### src/rtl/mem_burst_reader.sv
// mem_burst_reader
// Read-side burst controller for a simple dual-port RAM with a registered
// read port (1-cycle read latency). A command (start_addr, len) is sampled
// in IDLE; the block then walks the RAM read address (wrapping modulo DEPTH),
// absorbs the read latency in a 2-entry output FIFO and presents the words
// on a valid/ready stream with full backpressure.
//
// Ports:
//   clk, rst          clock, synchronous active-high reset
//   start             command strobe (sampled in IDLE only)
//   start_addr, len   first word address, number of words (0 allowed)
//   busy              high while the burst is being read (READ state)
//   done              one-cycle pulse after the last word is handshaked
//   addrb             RAM port B read address (registered)
//   doutb             RAM port B read data, valid the cycle after addrb
//   m_data, m_valid   output stream (FIFO head)
//   m_ready           output stream ready from the consumer
module mem_burst_reader #(
  parameter int  DATA_WIDTH = 8,
  parameter int  DEPTH      = 16,
  localparam int ADDR_WIDTH = $clog2(DEPTH)
) (
  input  logic                  clk,
  input  logic                  rst,
  input  logic                  start,
  input  logic [ADDR_WIDTH-1:0] start_addr,
  input  logic [ADDR_WIDTH:0]   len,
  output logic                  busy,
  output logic                  done,
  output logic [ADDR_WIDTH-1:0] addrb,
  input  logic [DATA_WIDTH-1:0] doutb,
  output logic [DATA_WIDTH-1:0] m_data,
  output logic                  m_valid,
  input  logic                  m_ready
);

  typedef enum logic [1:0] {IDLE, READ, DONE} state_t;

  localparam logic [ADDR_WIDTH:0]   CNT_ONE   = (ADDR_WIDTH + 1)'(1);
  localparam logic [ADDR_WIDTH-1:0] ADDR_ONE  = ADDR_WIDTH'(1);
  localparam logic [ADDR_WIDTH-1:0] ADDR_LAST = ADDR_WIDTH'(DEPTH - 1);

  state_t                  state_q, state_d;
  logic [ADDR_WIDTH-1:0]   rd_addr_q, rd_addr_d;
  logic [ADDR_WIDTH:0]     issue_cnt_q, issue_cnt_d;
  logic [ADDR_WIDTH:0]     out_cnt_q, out_cnt_d;
  logic                    inflight_q, inflight_d;
  logic [1:0]              buf_count_q, buf_count_d;
  logic [DATA_WIDTH-1:0]   buf0_q, buf0_d;
  logic [DATA_WIDTH-1:0]   buf1_q, buf1_d;

  logic                    pop;
  logic                    push;
  logic                    issue;
  logic                    last_pop;
  logic [2:0]              occupancy;

  assign m_valid = (buf_count_q != 2'd0);
  assign m_data  = buf0_q;
  assign addrb   = rd_addr_q;

  assign pop      = m_valid & m_ready;
  assign push     = inflight_q;
  assign last_pop = pop && (out_cnt_q == CNT_ONE);

  // Words that will occupy the FIFO after this cycle, counting the read still
  // in flight; issuing only while this is below 2 keeps the FIFO from
  // overflowing even when the consumer stalls.
  assign occupancy = {1'b0, buf_count_q} + {2'b00, inflight_q} - {2'b00, pop};
  assign issue     = (state_q == READ) && (issue_cnt_q != '0) && (occupancy < 3'd2);

  // State register
  always_ff @(posedge clk) begin
    if (rst) state_q <= IDLE;
    else     state_q <= state_d;
  end

  // Next-state logic
  always_comb begin
    state_d = state_q;
    unique case (state_q)
      IDLE:    if (start) state_d = (len != '0) ? READ : DONE;
      READ:    if (last_pop) state_d = DONE;
      DONE:    state_d = IDLE;
      default: state_d = IDLE;
    endcase
  end

  // State outputs
  always_comb begin
    busy = (state_q == READ);
    done = (state_q == DONE);
  end

  // Address/counter and FIFO next-state
  always_comb begin
    rd_addr_d   = rd_addr_q;
    issue_cnt_d = issue_cnt_q;
    out_cnt_d   = out_cnt_q;
    inflight_d  = issue;
    buf_count_d = buf_count_q;
    buf0_d      = buf0_q;
    buf1_d      = buf1_q;

    if ((state_q == IDLE) && start && (len != '0)) begin
      rd_addr_d   = start_addr;
      issue_cnt_d = len;
      out_cnt_d   = len;
    end

    if (issue) begin
      rd_addr_d   = (rd_addr_q == ADDR_LAST) ? '0 : rd_addr_q + ADDR_ONE;
      issue_cnt_d = issue_cnt_q - CNT_ONE;
    end

    if (pop) out_cnt_d = out_cnt_q - CNT_ONE;

    // Entry 0 is always the head; a pop shifts entry 1 forward and a
    // simultaneous push lands behind whatever remains.
    unique case ({push, pop})
      2'b11: begin
        if (buf_count_q == 2'd1) begin
          buf0_d = doutb;
        end else begin
          buf0_d = buf1_q;
          buf1_d = doutb;
        end
      end
      2'b01: begin
        buf0_d      = buf1_q;
        buf_count_d = buf_count_q - 2'd1;
      end
      2'b10: begin
        if (buf_count_q == 2'd0) buf0_d = doutb;
        else                     buf1_d = doutb;
        buf_count_d = buf_count_q + 2'd1;
      end
      default: ;
    endcase
  end

  always_ff @(posedge clk) begin
    if (rst) begin
      rd_addr_q   <= '0;
      issue_cnt_q <= '0;
      out_cnt_q   <= '0;
      inflight_q  <= 1'b0;
      buf_count_q <= 2'd0;
      buf0_q      <= '0;
      buf1_q      <= '0;
    end else begin
      rd_addr_q   <= rd_addr_d;
      issue_cnt_q <= issue_cnt_d;
      out_cnt_q   <= out_cnt_d;
      inflight_q  <= inflight_d;
      buf_count_q <= buf_count_d;
      buf0_q      <= buf0_d;
      buf1_q      <= buf1_d;
    end
  end

endmodule

### config.mk
export PLATFORM = sky130hd
export DESIGN_NAME = mem_burst_reader
export DESIGN_NICKNAME = d
export VERILOG_FILES = /design/src/rtl/mem_burst_reader.sv
export SDC_FILE = /design/constraint.sdc
export NUM_CORES = 1
export LEC_CHECK = 0
export BUFFER_PORTS_ARGS = -buffer_cell sky130_fd_sc_hd__buf_2
export CAP_MARGIN = 20
export CORE_MARGIN = 2
export CORE_UTILIZATION = 40
export DETAILED_ROUTE_END_ITERATION = 8
export PLACE_DENSITY = 0.68
export SYNTH_ARGS = -nofsm -noshare
export SYNTH_HDL_FRONTEND = slang
export SYNTH_SLANG_ARGS = --single-unit
### constraint.sdc
create_clock -name clk -period 5.6 [get_ports clk]
set_clock_uncertainty 0.1 [all_clocks]
set_input_delay 0.84 -clock clk [delete_from_list [all_inputs] [get_ports clk]]
set_output_delay 0.84 -clock clk [all_outputs]
set_load 0.02 [all_outputs]
* Yosys cells after proc, flatten, opt, wreduce, memory -nomap -nowiden
Cells that the tools add are included.
** Storage, ports and cells
- Bits of input ports :: 21
- Output and inout bits :: 15
- Flip-flop bits (word level) :: 35
- Word-level logic and storage cells :: 65
** Cells by class
- Reduce and logical (&&, ||, !) cells :: 18
- Bitwise gates (word level) :: 1
- $add $sub $neg :: 7
- Mux-type cells :: 17
- Equality and inequality tests :: 13
- $lt $le $gt $ge :: 1
** Operators by type and width (count)
- $mux 8 :: 4
- $pmux 8 s3 :: 1
- $pmux 8 s2 :: 1
- $mux 5 :: 3
- $mux 4 :: 3
- $reduce_bool 2->1 :: 5
- $reduce_bool 5->1 :: 2
- $sub 5x1->5 const B :: 2
- $ne 2x2->1 const B :: 4
- $pmux 2 s2 :: 2
- $eq 2x1->1 const B :: 3
- $eq 2x2->1 const B :: 3
- $mux 2 :: 3
- $eq 5x1->1 const B :: 1
- $logic_and 1x1->1 :: 5
- $add 4x1->4 const B :: 1
- $eq 4x4->1 const B :: 1
- $logic_not 2->1 :: 2
- $reduce_and 2->1 :: 2
- $add 2x1->3 :: 1
- $lt 3x2->1 const B :: 1
- $reduce_and 3->1 :: 1
- $reduce_bool 3->1 :: 1
- $sub 3x1->3 :: 1
- 4 further kinds :: 4

* Longest topological paths before layout
Gate-level depths: netlist of run 1.
- Depth in word-level cells :: 6
- Mapped depth :: 14
- Gate-level depth less buffers :: 11

* Worst setup path before layout of run 1
No wires, ideal clock.
- Path type :: in2reg
- Start point :: input m_ready
- End point :: register issue_cnt_q[2]
- Setup slack :: 2.498 ns
- Data required time :: 5.369 ns
- Buffers on the path :: 3
- Stages :: 12
- Arrival :: 2.871 ns
- Cell sequence :: nor2b_1 -> buf_2 -> xnor2_1 -> and2_1 -> inv_1 -> fa_1 -> nand3b_1 -> or3_1 -> buf_2 -> buf_4 -> a21oi_1 -> o22ai_1
** Between the ends
- Cells in the longest elaborated chain, start to end :: 5
- Elaborated cells on any way between the ends :: 6
- Classes of those cells :: add/sub: 1; order compare: 1; mux: 1; bitwise: 1; reduce/logical: 2
** RTL lines
- start, declared :: line 34 : input logic m_ready
- $and 1x1->1 (*) :: line 62 : assign pop = m_valid & m_ready;
- $sub 3x1->3 (*) :: line 69 : assign occupancy = {1'b0, buf_count_q} + {2'b00, inflight_q} - {2'b00, pop};
- $lt 3x2->1 (*) :: line 70 : assign issue = (state_q == READ) && (issue_cnt_q != '0) && (occupancy < 3'd2);
- $logic_and 1x1->1 (*) :: line 70
- $mux 5 / $reduce_bool 2->1 (equally long branches)
- end signal, assigned :: line 153 : issue_cnt_q <= issue_cnt_d;
- end, declared :: line 45 : logic [ADDR_WIDTH:0] issue_cnt_q, issue_cnt_d;
Mark *: on every way between the ends. The rest lies on a longest branch, timed or not.
A chain may end at the register's enable or synchronous reset.

* Final worst setup path of run 1
- Start point :: register buf_count_q[1]
- End point :: register rd_addr_q[2], in the netlist addrb[2]
** Between the ends
- Cells in the longest elaborated chain, start to end :: 6
- Elaborated cells on any way between the ends :: 8
- Classes of those cells :: add/sub: 2; order compare: 1; mux: 1; bitwise: 1; reduce/logical: 3
** RTL lines
- start, declared :: line 48 : logic [1:0] buf_count_q, buf_count_d;
- start signal, assigned :: line 156 : buf_count_q <= buf_count_d;
- parallel branches: the longest is 2 deep, another holds $add 2x1->3
- $sub 3x1->3 (*) :: line 69
- $lt 3x2->1 (*) :: line 70
- $logic_and 1x1->1 (*) :: line 70
- $mux 4 / $reduce_bool 2->1 (equally long branches)
- end signal, assigned :: line 152 : rd_addr_q <= rd_addr_d;
- end, declared :: line 44 : logic [ADDR_WIDTH-1:0] rd_addr_q, rd_addr_d;
Mark *: on every way between the ends.

==> flow_summary.json, run 1 <==
{
  "status": "finished, final reports clean",
  "synth_cell_types": 43,
  "max_slew_margin_pct": 54.24,
  "synth_fp_nets": 230,
  "min-delay-start": "m_data[0]",
  "worstPathRequired_ns": 5.72,
  "grt_use_total_pct": 15.80,
  "cp_slowest_stage_delay_ns": 0.56,
  "internal-power_mw": 0.6545,
  "power_frac_comb_pct": 45.0,
  "ir_worst_vdd_mv": 0.3095,
  "hold_buffers": 0,
  "ff_latch_area_um2": 700.7,
  "grt_pass1_vias": 1435,
  "setup_viol": 0,
  "final_core_utilization_pct": 48.64,
  "crit_start": "buf_count_q[1]",
  "drt_iter0_markers": 103,
  "core-area_um2": 4414,
  "antenna_cells": 0,
  "whs_path_depth": 2,
  "path_delay_family": "simple AND/OR/NAND/NOR gates",
  "antenna_found_initial": 0,
  "yosysSeqAreaShare_pct": 37.69,
  "dieWidth_um": 72.18,
  "cts_made_buffers": 5,
  "r2r_cells": 11,
  "cp_data_arrival_time_ns": 3.68,
  "r2r_start": "buf_count_q[1]",
  "cp_max_fo": 14,
  "clk_latency_ns": 0.29,
  "p_total_mw": 1.102,
  "firstDrtPassIters": 4,
  "cpMaxStageDelayCell": "nor2b_1",
  "start_util_pct": 42.12,
  "path_buf_inv": 2,
  "ant_nets": 0,
  "grt_max_degree": 38,
  "period_share_pct": 63.66,
  "worst_slack_ns": 2.035,
  "switching_share_pct": 40.59,
  "dp_worst_setup_slack_ns": 1.796,
  "critical_path.cell_chain": "inv_1 > ha_1 > nor2b_1 > xnor2_1 > and2_1 > inv_1 > fa_1 > nand3b_1 > or3_1 > o32a_1 > o22ai_1",
  "grt_remaining_overflow": 0,
  "fill_cells": 418,
  "num_rows": 24,
  "num-nets-final": 261,
  "root_buffer": "clkbuf_8",
  "vias_per_cell": 5.309,
  "hold-path-endpoint": "m_data[0]",
  "p_per_area_nw_per_um2": 513.1,
  "multi_input_area_um2": 1041,
  "routed_wl_um": 3754,
  "drive_above_1_share_pct": 21.46,
  "dieArea_um2": 5209,
  "wl_per_cell_um": 13.17,
  "worstMarginPinSlew_ns": 0.6865,
  "syn_area_per_cell_um2": 9.250,
  "crit_path_start_kind": "flip-flop",
  "clkTransAtPathRegs_ns": 0.08,
  "synthesis.area_um2": 1859,
  "ioPinCount": 36,
  "cts_tree": "done",
  "crit_type": "flip-flop to flip-flop",
  "postSynthCellCount": 201,
  "maxCapViolations": 0,
  "r2r-end": "addrb[2]",
  "grt_pass1_wl_um": 6479,
  "synth-async-reset-ratio_pct": 0,
  "yosys_most_used_dff": "dfxtp_1",
  "reg2reg_slack_ns": 2.04,
  "p_switching_mw": 0.4472,
  "vias": 1513,
  "gp_congestion": 0.7669,
  "area_growth_pct": 15.48,
  "route.detailed.drc": 0,
  "final.min_clock_period_ns": 3.565,
  "h-tree-depth": 2,
  "clockPowerShare_pct": 20.8,
  "finalHoldViolCount": 0,
  "power_frac_seq_pct": 34.2,
  "final_max_slew_viol_count": 0,
  "cts_buffer_depth": 2,
  "die_h_um": 72.18,
  "clkSinkCount": 35,
  "synth-edff-count": 0,
  "ys_ff_latch": 35,
  "cp-end-kind": "flip-flop",
  "cts_resized": 0,
  "fin_tns_setup_ns": 0,
  "crit_top_cell": "inv_1",
  "leakage_nw": 0.8596,
  "rsz0062_at_grt": "false",
  "hpwlAfterDp_um": 2580,
  "max_freq_ghz": 0.2805,
  "yosysWarnings": 0,
  "portBuffers": 35,
  "hp-class": "flip-flop to flip-flop",
  "cts_setup_buffers": 0,
  "final_cell_mix": "35 x dfxtp_1, 35 x buf_2, 25 x nor2_1",
  "hold_slack_ns": 0.3967
}
==> flip-flops by register name (all words and copies together) (netlist names) <==
signal and cells:
m_data 8, buf_count_q 2, out_cnt_q 5, state_q 2, inflight_q 1, addrb 4
buf1_q 8, issue_cnt_q 5
==> cells in the mapped netlist, types with 2 or more instances <==
cell / number / area share [%]
a211oi_1: 17 / 6.9
a21oi_1: 4 / 1.1
a221oi_1: 2 / 0.94
a221oi_2: 2 / 1.6
a31oi_1: 4 / 1.3
and2_1: 3 / 1.0
buf_2: 4 / 1.1
buf_4: 2 / 0.81
buf_6: 2 / 1.2
clkbuf_1: 3 / 0.61
dfxtp_1: 35 / 38
ha_1: 7 / 4.7
inv_1: 12 / 2.4
mux2i_1: 20 / 11
nand2_1: 8 / 1.6
nand2b_1: 4 / 1.3
nand3_1: 4 / 1.1
nand4b_1: 2 / 0.94
nor2_1: 25 / 5.0
nor2b_1: 2 / 0.67
nor3_1: 5 / 1.3
nor4_1: 4 / 1.3
o21ai_0: 3 / 0.81
o21ai_1: 2 / 0.54
o22ai_1: 2 / 0.67
or3_1: 2 / 0.67
xnor2_1: 3 / 1.4
xor2_1: 3 / 1.4
==> cells by family after synthesis <==
family | synth area share [%]
XOR/XNOR | 2.827
AND/OR/NAND/NOR | 17.70
buffers and inverters | 6.325
AO/OA/AOI/OAI | 17.77
multiplexers | 11.37
flip-flops | 37.68
adder cells (fa/ha/maj) | 6.326
==> worst max-delay path by stage <==
stage                endpoint  depth (start not counted)  slack [ns]
5_1_grt        issue_cnt_q[0]                         11        1.68
3_5_place_dp         addrb[2]                         10        1.80
4_1_cts              addrb[2]                         11        2.00
2_1_floorplan  issue_cnt_q[2]                         12        2.50
3_3_place_gp         addrb[2]                         10        1.86
6_report             addrb[2]                         11        2.04
==> routing by layer <==
metal	vias to the layer above	GRT usage, %	share of wire (%)
li1	783	-	-
met1	691	20.12	48
met2	33	24.06	44
met3	6	5.000	6.0
met4	0	7.966	1.9
met5	-	0	0
==> worst min-delay path: cells and delay by family, from the launching register on <==
family          cells  cell delay (ns)
flops               1             0.31
compound gates      1             0.05
simple gates        1             0.09
==> area by class of cell <==
type / instances / area share, %
tap: 52 / 3.030
sequential: 35 / 32.63
inverter: 12 / 2.098
clock buffer: 5 / 3.205
timing repair buffer: 36 / 8.508
clock inverter: 3 / 2.040
multi-input combinational: 142 / 48.48
==> power by group through the flow <==
stage	registers [mW]	clock network, mW	logic (mW)
global placement	0.381	0	0.486
detailed placement	0.381	0	0.492
global route	0.388	0.245	0.564
floorplan	0.416	0	0.362
CTS	0.376	0.236	0.497
finish	0.377	0.229	0.496
==> metrics by stage <==
step                      area, µm²  instances
after floorplan                1859        201
after global placement         2027        276
after detailed placement       2027        276
after CTS                      2140        284
after global routing           2147        285
final                          2147        285
No activity file was read; power rests on OpenSTA's default activity.
==> run 2: changes to the inputs <==
- clock period: 5.6 -> 3.5 ns (I/O delays scaled with it)
==> run 2 against run 1 <==
Compared with the run above:
- non-clock buffer count is 2 higher
- sequential cell count stayed put
- combinational power is 63% higher
- count of clock-buffer cells in the layout stayed put
- sequential power is 60% higher
- via count is 0.86% higher
- highest routed layer unchanged
==> flow_summary.json, run 2 (synthesized netlist as in run 1, its figures left out) <==
{
  "status": "finished, final reports clean",
  "vias": 1526,
  "grt_max_degree": 38,
  "grt_use_total_pct": 15.63,
  "die_h_um": 72.18,
  "cts_buffer_depth": 2,
  "r2r_start": "buf_count_q[1]",
  "num_rows": 24,
  "root_buffer": "clkbuf_8",
  "drt_iter0_markers": 115,
  "antenna_found_initial": 0,
  "finalHoldViolCount": 0,
  "worstPathRequired_ns": 3.61,
  "final.min_clock_period_ns": 3.225,
  "cp-end-kind": "flip-flop",
  "fill_cells": 438,
  "num-nets-final": 263,
  "wl_per_cell_um": 13.22,
  "start_util_pct": 42.12,
  "hpwlAfterDp_um": 2711,
  "reg2reg_slack_ns": 0.27,
  "max_freq_ghz": 0.3101,
  "ff_latch_area_um2": 700.7,
  "multi_input_area_um2": 1041,
  "crit_path_start_kind": "flip-flop",
  "cp_data_arrival_time_ns": 3.33,
  "final_max_slew_viol_count": 0,
  "cts_setup_buffers": 0,
  "grt_pass1_vias": 1446,
  "vias_per_cell": 5.317,
  "max_slew_margin_pct": 53.55,
  "leakage_nw": 0.8695,
  "routed_wl_um": 3794,
  "h-tree-depth": 2,
  "gp_congestion": 0.7651,
  "route.detailed.drc": 0,
  "dieArea_um2": 5209,
  "dieWidth_um": 72.18,
  "p_per_area_nw_per_um2": 822.3,
  "ant_nets": 0,
  "r2r_cells": 11,
  "antenna_cells": 0,
  "hold_buffers": 0,
  "clk_latency_ns": 0.29,
  "ioPinCount": 36,
  "cts_made_buffers": 5,
  "worstMarginPinSlew_ns": 0.6968,
  "grt_remaining_overflow": 0,
  "grt_pass1_wl_um": 6486,
  "rsz0062_at_grt": "false",
  "cp_max_fo": 14,
  "maxCapViolations": 0,
  "hp-class": "input pin to flip-flop",
  "firstDrtPassIters": 4,
  "final_cell_mix": "35 x dfxtp_1, 35 x buf_2, 25 x nor2_1",
  "crit_type": "flip-flop to flip-flop",
  "r2r-end": "addrb[2]",
  "core-area_um2": 4414,
  "drive_above_1_share_pct": 22.13,
  "critPathCapture": "addrb[2]",
  "cts_tree": "done",
  "cts_resized": 0,
  "setup_viol": 0,
  "area_growth_pct": 16.29,
  "clkSinkCount": 35,
  "hold_slack_ns": 0.3845,
  "ir_worst_vdd_mv": 0.4597,
  "clkTransAtPathRegs_ns": 0.07,
  "crit_start": "buf_count_q[1]",
  "portBuffers": 35,
  "period_share_pct": 92.14,
  "fin_tns_setup_ns": 0
}
==> run 2: cell count changes in the layout (fill, tap and decap cells not counted) <==
| cell | delta |
|---|---|
| buf_4 | +2 |
==> run 2: critical path, stage by stage (launching register included) <==
cell	delay (ns)
dfxtp_1	0.41
inv_1	0.09
ha_1	0.25
nor2b_1	0.20
xnor2_1	0.16
and2_1	0.17
inv_1	0.05
fa_1	0.48
nand3b_1	0.13
or3_1	0.57
o32a_1	0.38
o22ai_1	0.15
==> run 2: cell type report <==
cell class                 instances  share of cell area, %
multi-input combinational        142                  48.15
sequential                        35                  32.41
timing repair buffer              38                  9.144
clock buffer                       5                  3.183
tap                               52                  3.009
inverter                          12                  2.083
clock inverter                     3                  2.025
==> run 2: power breakdown <==
| group | switching (mW) | internal, mW |
|---|---|---|
| clock network | 0.153 | 0.212 |
| registers | 0.0963 | 0.508 |
| logic | 0.473 | 0.335 |
==> run 2: how the worst min path moves through the flow <==
stage / start / depth (start not counted) / slack, ns / endpoint
after CTS: doutb[6] / 3 / 0.38 / buf1_q[6]
final: doutb[6] / 3 / 0.38 / buf1_q[6]
after detailed placement: buf1_q[6] / 2 / 0.38 / buf1_q[6]
after global routing: doutb[2] / 3 / 0.39 / buf1_q[2]
after global placement: buf1_q[0] / 2 / 0.37 / buf1_q[0]
after floorplan: buf1_q[0] / 2 / 0.36 / buf1_q[0]
==> run 2: stage by stage <==
| step | utilization (%) | setup slack (ns) | instances | total power, mW | instance area, µm² |
|---|---|---|---|---|---|
| after floorplan | - | 0.5438 | 201 | 1.245 | 1859 |
| after global placement | 46.26 | 0.4356 | 278 | 1.393 | 2042 |
| after detailed placement | 46.26 | 0.2961 | 278 | 1.412 | 2042 |
| after CTS | 48.81 | 0.2599 | 286 | 1.785 | 2155 |
| after global routing | 48.98 | 0.005413 | 287 | 1.916 | 2162 |
| final | 48.98 | 0.2750 | 287 | 1.778 | 2162 |
==> run 2: routing by layer <==
layer	GRT usage (%)	up-vias	wire length, µm
met5	0	-	0
met4	5.660	0	48
met3	3.472	5	152
met2	24.77	30	1716
met1	20.90	706	1876
li1	-	785	-
==> run 3: changes to the inputs <==
- CORE_UTILIZATION: 40 -> 37
- PLACE_DENSITY: 0.68 -> 0.64
==> run 3 against run 2 <==
Compared with the run above:
- first-iteration DRC count fell by 19%
- sequential cell count did not move
- worst setup slack improved by 0.034 ns
- sequential power fell by 0.7%
- utilization fell by 4.1 points
- wire length fell by 0.71%
- total power fell by 4.7%
- combinational power fell by 0.7%
- cell area fell by 0.58%
- non-clock buffer count fell by 1
- final cell count rose by 4.9%
- global-route usage fell by 0.12 points
==> flow_summary.json, run 3 (synthesized netlist as in run 1, its figures left out) <==
{
  "final.min_clock_period_ns": 3.191,
  "fill_cells": 471,
  "gp_congestion": 0.7544,
  "cts_made_buffers": 5,
  "crit_path_start_kind": "flip-flop",
  "ant_nets": 0,
  "hp-class": "input pin to flip-flop",
  "grt_pass1_wl_um": 6699,
  "cts_buffer_depth": 2,
  "worstMarginPinSlew_ns": 0.6850,
  "p_per_area_nw_per_um2": 788.4,
  "area_growth_pct": 15.61,
  "crit_type": "flip-flop to flip-flop",
  "hold_buffers": 0,
  "path_buf_inv": 2,
  "vias_per_cell": 5.033,
  "p_total_mw": 1.695,
  "dieArea_um2": 5608,
  "rsz0062_at_grt": "false",
  "ioPinCount": 36,
  "max_freq_ghz": 0.3133,
  "grt_max_degree": 38,
  "portBuffers": 35,
  "final_max_slew_viol_count": 0,
  "cts_tree": "done",
  "fin_area_um2": 2150,
  "period_share_pct": 91.18,
  "dp.cells": 292,
  "instances_no_fill": 301,
  "placed_area_um2": 2053,
  "drive_above_1_share_pct": 21.79,
  "clk_latency_ns": 0.29,
  "start_util_pct": 38.85,
  "antenna_found_initial": 0,
  "drt_iter0_markers": 93,
  "wl_per_cell_um": 12.51,
  "grt_use_total_pct": 15.51,
  "cts_setup_buffers": 0,
  "max_slew_margin_pct": 54.33,
  "num_rows": 25,
  "clkSinkCount": 35,
  "maxCapViolations": 0,
  "cts_resized": 0,
  "hpwlAfterDp_um": 2663,
  "cp_max_fo": 14,
  "clkTransAtPathRegs_ns": 0.08,
  "critical_path.cell_chain": "inv_1 > ha_1 > nor2b_1 > xnor2_1 > and2_1 > inv_1 > fa_1 > nand3b_1 > or3_1 > o32a_1 > o22ai_1",
  "die_h_um": 74.89,
  "path_delay_family": "simple AND/OR/NAND/NOR gates",
  "routed_wl_um": 3767,
  "fin_tns_setup_ns": 0,
  "crit_top_cell": "inv_1",
  "core-area_um2": 4786,
  "vias": 1515,
  "ff_latch_area_um2": 700.7,
  "final_cell_mix": "35 x dfxtp_1, 35 x buf_2, 25 x nor2_1",
  "worstPathRequired_ns": 3.61,
  "setup_viol": 0,
  "firstDrtPassIters": 4,
  "cp-end-kind": "flip-flop",
  "grt_remaining_overflow": 0,
  "leakage_nw": 0.8470,
  "root_buffer": "clkbuf_8",
  "h-tree-depth": 2,
  "status": "finished, final reports clean",
  "final_core_utilization_pct": 44.92,
  "grt_pass1_vias": 1454,
  "route.detailed.drc": 0,
  "cp_slowest_stage_delay_ns": 0.56,
  "cp_data_arrival_time_ns": 3.30,
  "cpMaxStageDelayCell": "or3_1",
  "ir_worst_vdd_mv": 0.4282,
  "num-nets-final": 262,
  "multi_input_area_um2": 1041,
  "antenna_cells": 0,
  "dieWidth_um": 74.89,
  "finalHoldViolCount": 0
}
-- run 3: per-layer routing --
layer | up-vias | track usage (%) | wire length [µm]
li1 | 783 | - | -
met1 | 697 | 20.77 | 1831
met2 | 33 | 23.78 | 1704
met3 | 2 | 5.756 | 209
met4 | 0 | 3.770 | 22
met5 | - | 0 | 0
-- run 3: final cells by class --
| cell class | count | share of cell area (%) |
|---|---|---|
| Clock buffer | 5 | 3.201 |
| Clock inverter | 3 | 0.9313 |
| Inverter | 12 | 2.095 |
| Multi-Input combinational cell | 142 | 48.43 |
| Sequential cell | 35 | 32.60 |
| Tap cell | 67 | 3.900 |
| Timing Repair Buffer | 37 | 8.847 |
-- run 3: worst register-to-register path, cell delays in order, from the launching register on --
cell	delay (ns)
dfxtp_1	0.42
inv_1	0.09
ha_1	0.25
nor2b_1	0.21
xnor2_1	0.16
and2_1	0.16
inv_1	0.05
fa_1	0.48
nand3b_1	0.13
or3_1	0.56
o32a_1	0.37
o22ai_1	0.14
-- run 3: final timing paths --
kind,end,start,slack (ns),cells past startpoint
hold reg to reg,buf1_q[0],buf1_q[0],0.39,2
hold / removal,buf1_q[0],doutb[0],0.38,3
setup reg to reg,addrb[2],buf_count_q[1],0.31,11
setup / recovery,addrb[2],buf_count_q[1],0.31,11
-- run 3: power by group --
group          internal (mW)  switching, mW  total (mW)  leakage [nW]
clock                  0.138          0.153       0.292        0.0402
combinational          0.334          0.467       0.802         0.521
sequential             0.508         0.0928       0.601         0.286
-- run 3: stage by stage --
stage | setup slack (ns) | hold WS (ns)
6_report | 0.3085 | 0.3833
3_3_place_gp | 0.4324 | 0.3726
3_5_place_dp | 0.3248 | 0.3816
4_1_cts | 0.2929 | 0.3779
5_1_grt | 0.03154 | 0.3941
2_1_floorplan | 0.5438 | 0.3596
